`src/rtl/sram_access_sequencer.sv`:
```
// SRAM access sequencer: takes one read/write request at a time and splits the
// address into row and column fields. It then steps the array through
// precharge, wordline/column enable and sense, and returns one response per
// request. While the column decoder is enabled, it also encodes the one-hot
// column-select feedback back to binary and latches the first decode fault.
module sram_access_sequencer #(
  parameter int COL_ADDR_WIDTH   = 4,
  parameter int ROW_ADDR_WIDTH   = 4,
  parameter int NUM_COLS         = 16,
  parameter int DATA_WIDTH       = 8,
  parameter int PRECHARGE_CYCLES = 1,
  parameter int ACCESS_CYCLES    = 2,
  parameter int SENSE_CYCLES     = 2
) (
  input  logic                                   clk,
  input  logic                                   rst_n,
  input  logic                                   req_valid,
  output logic                                   req_ready,
  input  logic                                   req_we,
  input  logic [ROW_ADDR_WIDTH+COL_ADDR_WIDTH-1:0] req_addr,
  input  logic [DATA_WIDTH-1:0]                  req_wdata,
  output logic                                   rsp_valid,
  input  logic                                   rsp_ready,
  output logic [DATA_WIDTH-1:0]                  rsp_rdata,
  output logic                                   rsp_we,
  output logic [ROW_ADDR_WIDTH-1:0]              row_addr,
  output logic [COL_ADDR_WIDTH-1:0]              col_addr,
  output logic                                   row_en,
  output logic                                   col_en,
  output logic                                   precharge,
  output logic                                   write_en,
  output logic [DATA_WIDTH-1:0]                  bl_wdata,
  output logic                                   sense_en,
  input  logic [DATA_WIDTH-1:0]                  sa_data,
  input  logic [NUM_COLS-1:0]                    col_sel_fb,
  output logic                                   decode_err,
  output logic [COL_ADDR_WIDTH-1:0]              err_col
);

  typedef enum logic [2:0] {IDLE, PRECHARGE, ACCESS, SENSE, RESPOND} state_t;

  // Phase lengths are at most 15, so a 4-bit down-counter covers every phase.
  localparam logic [3:0] PRE_LOAD = 4'(PRECHARGE_CYCLES - 1);
  localparam logic [3:0] ACC_LOAD = 4'(ACCESS_CYCLES - 1);
  localparam logic [3:0] SEN_LOAD = 4'(SENSE_CYCLES - 1);
  localparam int         CNT_W    = $clog2(NUM_COLS + 1);

  state_t                    state;
  state_t                    state_next;
  logic [3:0]                phase_cnt;
  logic                      phase_done;
  logic                      accept;
  logic                      we_q;
  logic [CNT_W-1:0]          fb_count;
  logic [COL_ADDR_WIDTH-1:0] fb_index;
  logic                      fb_fault;

  // Gating with rst_n keeps req_ready low while reset is held, like every other output.
  assign req_ready  = rst_n && (state == IDLE);
  assign accept     = req_valid && req_ready;
  assign phase_done = (phase_cnt == 4'd0);

  // State register
  always_ff @(posedge clk or negedge rst_n) begin
    if (!rst_n) state <= IDLE;
    else        state <= state_next;
  end

  // Next-state decode: each timed phase exits when its counter reaches zero
  always_comb begin
    state_next = state;
    case (state)
      IDLE:      if (accept)     state_next = PRECHARGE;
      PRECHARGE: if (phase_done) state_next = ACCESS;
      ACCESS:    if (phase_done) state_next = we_q ? RESPOND : SENSE;
      SENSE:     if (phase_done) state_next = RESPOND;
      RESPOND:   if (rsp_ready)  state_next = IDLE;
      default:                   state_next = IDLE;
    endcase
  end

  // Phase counter: reloaded on every state change, counts down inside a phase
  always_ff @(posedge clk or negedge rst_n) begin
    if (!rst_n) begin
      phase_cnt <= 4'd0;
    end else if (state_next != state) begin
      case (state_next)
        PRECHARGE: phase_cnt <= PRE_LOAD;
        ACCESS:    phase_cnt <= ACC_LOAD;
        SENSE:     phase_cnt <= SEN_LOAD;
        default:   phase_cnt <= 4'd0;
      endcase
    end else if (!phase_done) begin
      phase_cnt <= phase_cnt - 4'd1;
    end
  end

  // Request capture, read-data capture and registered array controls
  // (the controls are decoded from the upcoming state, so they line up with it)
  always_ff @(posedge clk or negedge rst_n) begin
    if (!rst_n) begin
      we_q      <= 1'b0;
      row_addr  <= '0;
      col_addr  <= '0;
      bl_wdata  <= '0;
      rsp_rdata <= '0;
      rsp_we    <= 1'b0;
      rsp_valid <= 1'b0;
      precharge <= 1'b0;
      row_en    <= 1'b0;
      col_en    <= 1'b0;
      write_en  <= 1'b0;
      sense_en  <= 1'b0;
    end else begin
      if (accept) begin
        we_q      <= req_we;
        row_addr  <= req_addr[ROW_ADDR_WIDTH+COL_ADDR_WIDTH-1:COL_ADDR_WIDTH];
        col_addr  <= req_addr[COL_ADDR_WIDTH-1:0];
        bl_wdata  <= req_wdata;
        rsp_rdata <= '0;
      end else if (state == SENSE && phase_done) begin
        rsp_rdata <= sa_data;
      end
      precharge <= (state_next == PRECHARGE);
      row_en    <= (state_next == ACCESS) || (state_next == SENSE);
      col_en    <= (state_next == ACCESS) || (state_next == SENSE);
      write_en  <= (state_next == ACCESS) && we_q;
      sense_en  <= (state_next == SENSE);
      rsp_valid <= (state_next == RESPOND);
      rsp_we    <= (state_next == RESPOND) && we_q;
    end
  end

  // One-hot to binary encode of the decoder feedback, with a set-bit count
  always_comb begin
    fb_count = '0;
    fb_index = '0;
    for (int i = 0; i < NUM_COLS; i++) begin
      if (col_sel_fb[i]) begin
        fb_count = fb_count + CNT_W'(1);
        fb_index = fb_index | COL_ADDR_WIDTH'(i);
      end
    end
    fb_fault = (fb_count != CNT_W'(1)) || (fb_index != col_addr);
  end

  // Sticky decode fault: only the first fault while col_en is high is recorded
  always_ff @(posedge clk or negedge rst_n) begin
    if (!rst_n) begin
      decode_err <= 1'b0;
      err_col    <= '0;
    end else if (col_en && fb_fault && !decode_err) begin
      decode_err <= 1'b1;
      err_col    <= col_addr;
    end
  end

endmodule
```
`config.mk`:
```
export PLATFORM = sky130hd
export DESIGN_NAME = sram_access_sequencer
export DESIGN_NICKNAME = d
export VERILOG_FILES = /design/src/rtl/sram_access_sequencer.sv
export SDC_FILE = /design/constraint.sdc
export NUM_CORES = 1
export LEC_CHECK = 0
export CAP_MARGIN = 20
export CORE_ASPECT_RATIO = 1.75
export CORE_MARGIN = 2
export CORE_UTILIZATION = 25
export CTS_CLUSTER_SIZE = 16
export DETAILED_ROUTE_END_ITERATION = 8
export HOLD_SLACK_MARGIN = 0.12
export SKIP_CTS_REPAIR_TIMING = 1
export SKIP_LAST_GASP = 1
export SLEW_MARGIN = 40
export SYNTH_ARGS = -nofsm -noshare
export SYNTH_HDL_FRONTEND = slang
export SYNTH_SLANG_ARGS = --single-unit
```
`constraint.sdc`:
```
create_clock -name clk -period 4.5 [get_ports clk]
set_input_delay 0.45 -clock clk [delete_from_list [all_inputs] [get_ports clk]]
set_output_delay 0.45 -clock clk [all_outputs]
set_load 0.005 [all_outputs]
```
Word level (Yosys, flattened, before mapping). Cells that the tools add are included.

Register bits after elaboration: 43. Bits in latches: 0. Memory bits (writable): 0. ROM bits: 0. Bits of input ports: 45. Output and inout bits: 37. Word-level logic and storage cells: 100. Memories kept: 0.

Add/subtract/negate cells: 16. Multipliers: 0. Divide/modulo/power cells: 0. Magnitude comparators: 0. Equal/unequal tests: 12. Shift-type cells: 0. Mux-type cells: 43. Bitwise operators: 0. Reductions and logical operators: 14.

Operators with widths (number): adder 5 x 1 -> 5 bit, second input constant (15); two-way mux 5 bit (15); two-way mux 4 bit (10); two-way mux 3 bit (10); two-way mux 8 bit (2); one-hot mux 3 bit (5 select lines) (1); equality test 3 x 2 -> 1 bit, second input constant (4); logical AND 1 bit (7); equality test 3 x 1 -> 1 bit, second input constant (2); equality test 3 bit, second input constant (2); inequality test 5 x 1 -> 1 bit, second input constant (1); zero test 4 bit (1); two-way mux 2 bit (2); inequality test 4 bit (1); subtractor 4 x 1 -> 4 bit, second input constant (1); zero test 3 bit (1); two-way mux 1 bit (3); inequality test 3 bit (1); logical OR 1 bit (2); inequality test 2 x 1 -> 1 bit, second input constant (1); nonzero test 2 bit (1); OR reduction 2 bit (1); zero test 1 bit (1).

Longest topological paths before layout.
Depth in word-level cells: 35. Gate-level depth with buffers: 48. Mapped depth without buffers: 48.

Worst setup path after synthesis. Ideal clock, no wire load.

Path type: in2reg. Start: in col_sel_fb[0]. End: reg err_col[3]. Data arrival time: 9.520 ns. Data required time: 4.375 ns. Slack: -5.146 ns. Cell stages on the path: 48. Path through: inv_1 -> ha_1 -> xnor2_1 -> inv_1 -> ha_1 -> mux2_2 -> ha_1 -> mux2_2 -> ha_1 -> nand2_1 -> nor3b_1 -> inv_1 -> ha_1 -> mux2_2 -> ha_1 -> nor2b_1 -> nor3_1 -> ha_1 -> [... 12 more ...] -> inv_1 -> ha_1 -> nand2_1 -> o21ai_0 -> ha_1 -> mux2_2 -> ha_1 -> mux2_2 -> ha_1 -> nand2_1 -> xor2_1 -> xnor2_1 -> xnor2_1 -> nor3_1 -> o21a_1 -> nand3_1 -> o311ai_4 -> mux2_4.

Word-level cells in the longest chain between the ends: 35.

RTL lines: start: declaration (RTL line 35) `input logic [NUM_COLS-1:0] col_sel_fb,`; two-way mux 1 bit * (RTL line 139) `if (col_sel_fb[i]) begin`; adder 5 x 1 -> 5 bit (RTL line 140) `fb_count = fb_count + CNT_W'(1);`; two-way mux 5 bit * (RTL line 139); adder 5 x 1 -> 5 bit (RTL line 140); two-way mux 5 bit * (RTL line 139); adder 5 x 1 -> 5 bit (RTL line 140); two-way mux 5 bit * (RTL line 139); adder 5 x 1 -> 5 bit (RTL line 140); [... 18 more ...]; two-way mux 5 bit * (RTL line 139); adder 5 x 1 -> 5 bit (RTL line 140); two-way mux 5 bit * (RTL line 139); adder 5 x 1 -> 5 bit (RTL line 140); two-way mux 5 bit * (RTL line 139); inequality test 5 x 1 -> 1 bit * (RTL line 144) `fb_fault = (fb_count != CNT_W'(1)) || (fb_index != col_addr);`; logical OR 1 bit * (RTL line 144); logical AND 1 bit * (2 in series) (RTL line 152) `end else if (col_en && fb_fault && !decode_err) begin`; end signal: assignment (RTL line 154) `err_col <= col_addr;`; end: declaration (RTL line 37) `output logic [COL_ADDR_WIDTH-1:0] err_col`.

Mark *: on every way between the ends. The rest lies on a longest branch, timed or not. A chain may end at the register's enable or synchronous reset.

Worst setup path in the final report.
Start: in col_sel_fb[1]. End: reg err_col[0].

Word-level cells in the longest chain between the ends: 33.

RTL lines (RTL line): two-way mux 5 bit (139); adder 5 x 1 -> 5 bit (140); two-way mux 5 bit (139); adder 5 x 1 -> 5 bit (140); two-way mux 5 bit (139); adder 5 x 1 -> 5 bit (140); two-way mux 5 bit (139); adder 5 x 1 -> 5 bit (140); [... 16 more ...]; two-way mux 5 bit (139); adder 5 x 1 -> 5 bit (140); two-way mux 5 bit (139); adder 5 x 1 -> 5 bit (140); two-way mux 5 bit (139); inequality test 5 x 1 -> 1 bit (144); logical OR 1 bit * (144); logical AND 1 bit * (2 in series) (152).

Marked as above.

==> results.yml <==
pwr:
  p_total_w: 0.00371
  p_clk_share_pct: 10.8
  irDropWorstVdd_v: 0.000413
  p_leak_nw: 2.45
  power_density_nw_per_um2: 658
  p_sw_share_pct: 38.3
  internal-power_w: 0.00229
  combPwrFrac_pct: 70.0
  p_switching_w: 0.00142
  p_seq_share_pct: 19.2
cells_and_area:
  final_common_cell: "buf_4"
  fin_area_um2: 5630
  mostFrequentLayoutCells: "89 x buf_4, 77 x clkdlybuf4s50_1, 43 x dfrtp_1"
  fin_cells: 714
  drive_above_1_share_pct: 32.8
  antenna_cells: 0
  nets: 595
  syn_to_final_growth_pct: 56.3
yosys:
  synth_area_leaders: "dfrtp_1 30%, mux2_2 6.9%, ha_1 5.6%, nand2_1 4.8%, xnor2_1 4.6%"
  synth-edff-count: 0
  synth-seq-cells: 43
  synth_area_um2: 3600
  syn_inst: 376
  synth_top_area_cell: "dfrtp_1"
  ys_types: 69
  synth_ff_type: "dfrtp_1"
  synth_top_area_share_pct: 29.9
  ys.warnings.count: 0
  yosysSeqAreaShare_pct: 29.9
  synthArstFlopShare_pct: 100
  syn_avg_cell_area_um2: 9.58
  syn_nets: 437
job:
  maxCapViolCount: 0
timing:
  worst_clock_skew_ps: 3.90
  hold_viol: 0
  period_share_pct: 196
  setup_slack_ps: -4340
  rsz0062_at_grt: "yes"
  tns_ps: -21550
  relSlewSlack_pct: 57.6
  setup_viol: 5
  timing.fmax_ghz: 0.113
  period_needed_ps: 8840
  slew_violations: 0
  max_slew.worst_pin.slew_ps: 631
worst_setup_path:
  r2r_setup_slack_ps: 2240
  path_class: "in2reg"
  crit_path_top_delay_cell: "ha_1"
  crit_top_cell: "ha_4"
  rr_endpoint: "err_col[0]"
  rr_worst_depth: 9
  cp_top_family: "adder cells"
  worstPathRequired_ps: 4670
  critical_path_peak_fanout: 4
  path_buf_inv: 6
  cp-start-kind: "primary input"
  slowest_delay_ps: 320
  crit_path_end_kind: "flop"
  arrival_ps: 9010
  reg2reg_from: "col_addr[2]"
floorplanning:
  die_h_um: 163
  io_pins: 82
  die_w_um: 94.8
  dieArea_um2: 15400
  start_util_pct: 25.3
  coreArea_um2: 14200
  rows: 58
cts:
  path_clk_slew_ps: 60
  clk_path_buf_depth: 2
  cts_root_buf: "clkbuf_16"
  clk_latency_ps: 290
  cts_tree: "built"
  cts-htree-levels: 2
  cts_buffers: 5
  numClockSinks: 43
routing:
  post-route-drc-count: 0
  drt_wl_total_um: 10400
  wl_per_cell_um: 14.6
  num_vias: 3356
  routed_via_density: 4.70
  firstDrtPassIters: 4
  drt_iter0_drc: 117
  drtAntennaViolNets: 0
placed_design:
  port_buffers: 81
  gp_congestion: 0.763
  postPlaceCellArea_um2: 5340
  hpwlAfterDp_um: 8360
  dp.cells: 701
  pre_cts_ws_ps: -5530
grt:
  grt_pass1_vias: 3572
  grt-ovfl-total: 0
  antenna_found_initial: 0
  grt_max_degree: 45
  grt_pass1_wl_um: 17100
  grt_usage_pct: 13.9
worst_hold_path:
  hp-class: "in2async"
outcome:
  violations: "setup timing"
  status: "complete, but fails checks"
[power by group through the flow]
stage                     clock network [W]  logic (W)  registers [W]
after global routing               0.000431    0.00286       0.000742
after floorplan                           0    0.00150       0.000679
after CTS                          0.000415    0.00251       0.000716
after detailed placement                  0    0.00249       0.000718
after global placement                    0    0.00243       0.000712
final                              0.000401    0.00259       0.000712
[cell families after synthesis]
group	after synthesis	synth area share (%)
compound gates	65	13.7
buf+inv	37	4.65
mux	29	9.38
flops	43	29.9
xor+xnor	47	17.2
simple gates	139	19.7
fa+ha+maj	16	5.56
[worst max-delay path by stage]
stage | to | slack [ps] | cells past startpoint | start
after floorplan | err_col[3] | -4550 | 48 | col_sel_fb[0]
after global placement | err_col[3] | -5280 | 49 | col_sel_fb[0]
after detailed placement | err_col[1] | -5530 | 49 | col_sel_fb[0]
after CTS | err_col[0] | -5240 | 49 | col_sel_fb[1]
after global routing | err_col[3] | -4750 | 48 | col_sel_fb[2]
final | err_col[0] | -4340 | 50 | col_sel_fb[1]
[Yosys cell counts (all sizes together), types with 3 or more instances]
| library cell | count |
|---|---|
| nor3b | 9 |
| nor2 | 22 |
| dfrtp | 43 |
| nand4 | 4 |
| xnor2 | 24 |
| a31oi | 4 |
| nand3b | 3 |
| and3 | 4 |
| xnor3 | 9 |
| nand2b | 5 |
| mux2i | 3 |
| buf | 7 |
| a32oi | 3 |
| clkbuf | 13 |
| xor2 | 13 |
| nand2 | 46 |
| ha | 16 |
| nor4 | 6 |
| nor3 | 6 |
| inv | 17 |
| a21oi | 14 |
| o21ai | 12 |
| nand3 | 16 |
| nor2b | 8 |
| o22ai | 6 |
| mux2 | 26 |
[state kept, by name, indices dropped and copies added (netlist names)]
| name | flops |
|---|---|
| bl_wdata | 8 |
| state | 3 |
| col_addr | 4 |
| we_q | 1 |
| rsp_rdata | 8 |
| precharge | 1 |
| sense_en | 1 |
| row_addr | 4 |
| write_en | 1 |
| rsp_valid | 1 |
| rsp_we | 1 |
| decode_err | 1 |
| err_col | 4 |
| col_en | 1 |
| phase_cnt | 4 |
[worst reg2reg max path, delay by kind of cell (launching register included)]
family                 cells  cell delay (ps)
flip-flops                 1              470
AO/OA/AOI/OAI              4              690
multiplexers               1              290
AND/OR/NAND/NOR            3              530
buffers and inverters      1              160
[routing by layer]
metal,wire length (um),global-route usage [%],part of all wire [%],up-vias
met5,0,0,0,-
met4,206,4.41,2.0,0
li1,-,-,-,1649
met2,5960,27.8,57,82
met1,3750,13.6,36,1611
met3,516,2.73,4.9,14
[final cells by class]
| cell class | count | area (um^2) |
|---|---|---|
| repair buffers | 171 | 1490 |
| well taps | 180 | 225 |
| fillers | 1441 | 8590 |
| inverters | 17 | 76.3 |
| multi-input cells | 296 | 2600 |
| clock inverters | 1 | 30.0 |
| flip-flops and latches | 43 | 1080 |
| clock buffers | 6 | 129 |
[per-stage QoR]
stage          hold WS [ps]  utilization (%)
5_1_grt                 292             39.6
2_1_floorplan           154                -
6_report                236             39.6
4_1_cts                 247             38.7
3_3_place_gp            482             37.5
3_5_place_dp            488             37.5
Power figures use the tool's default switching activity.
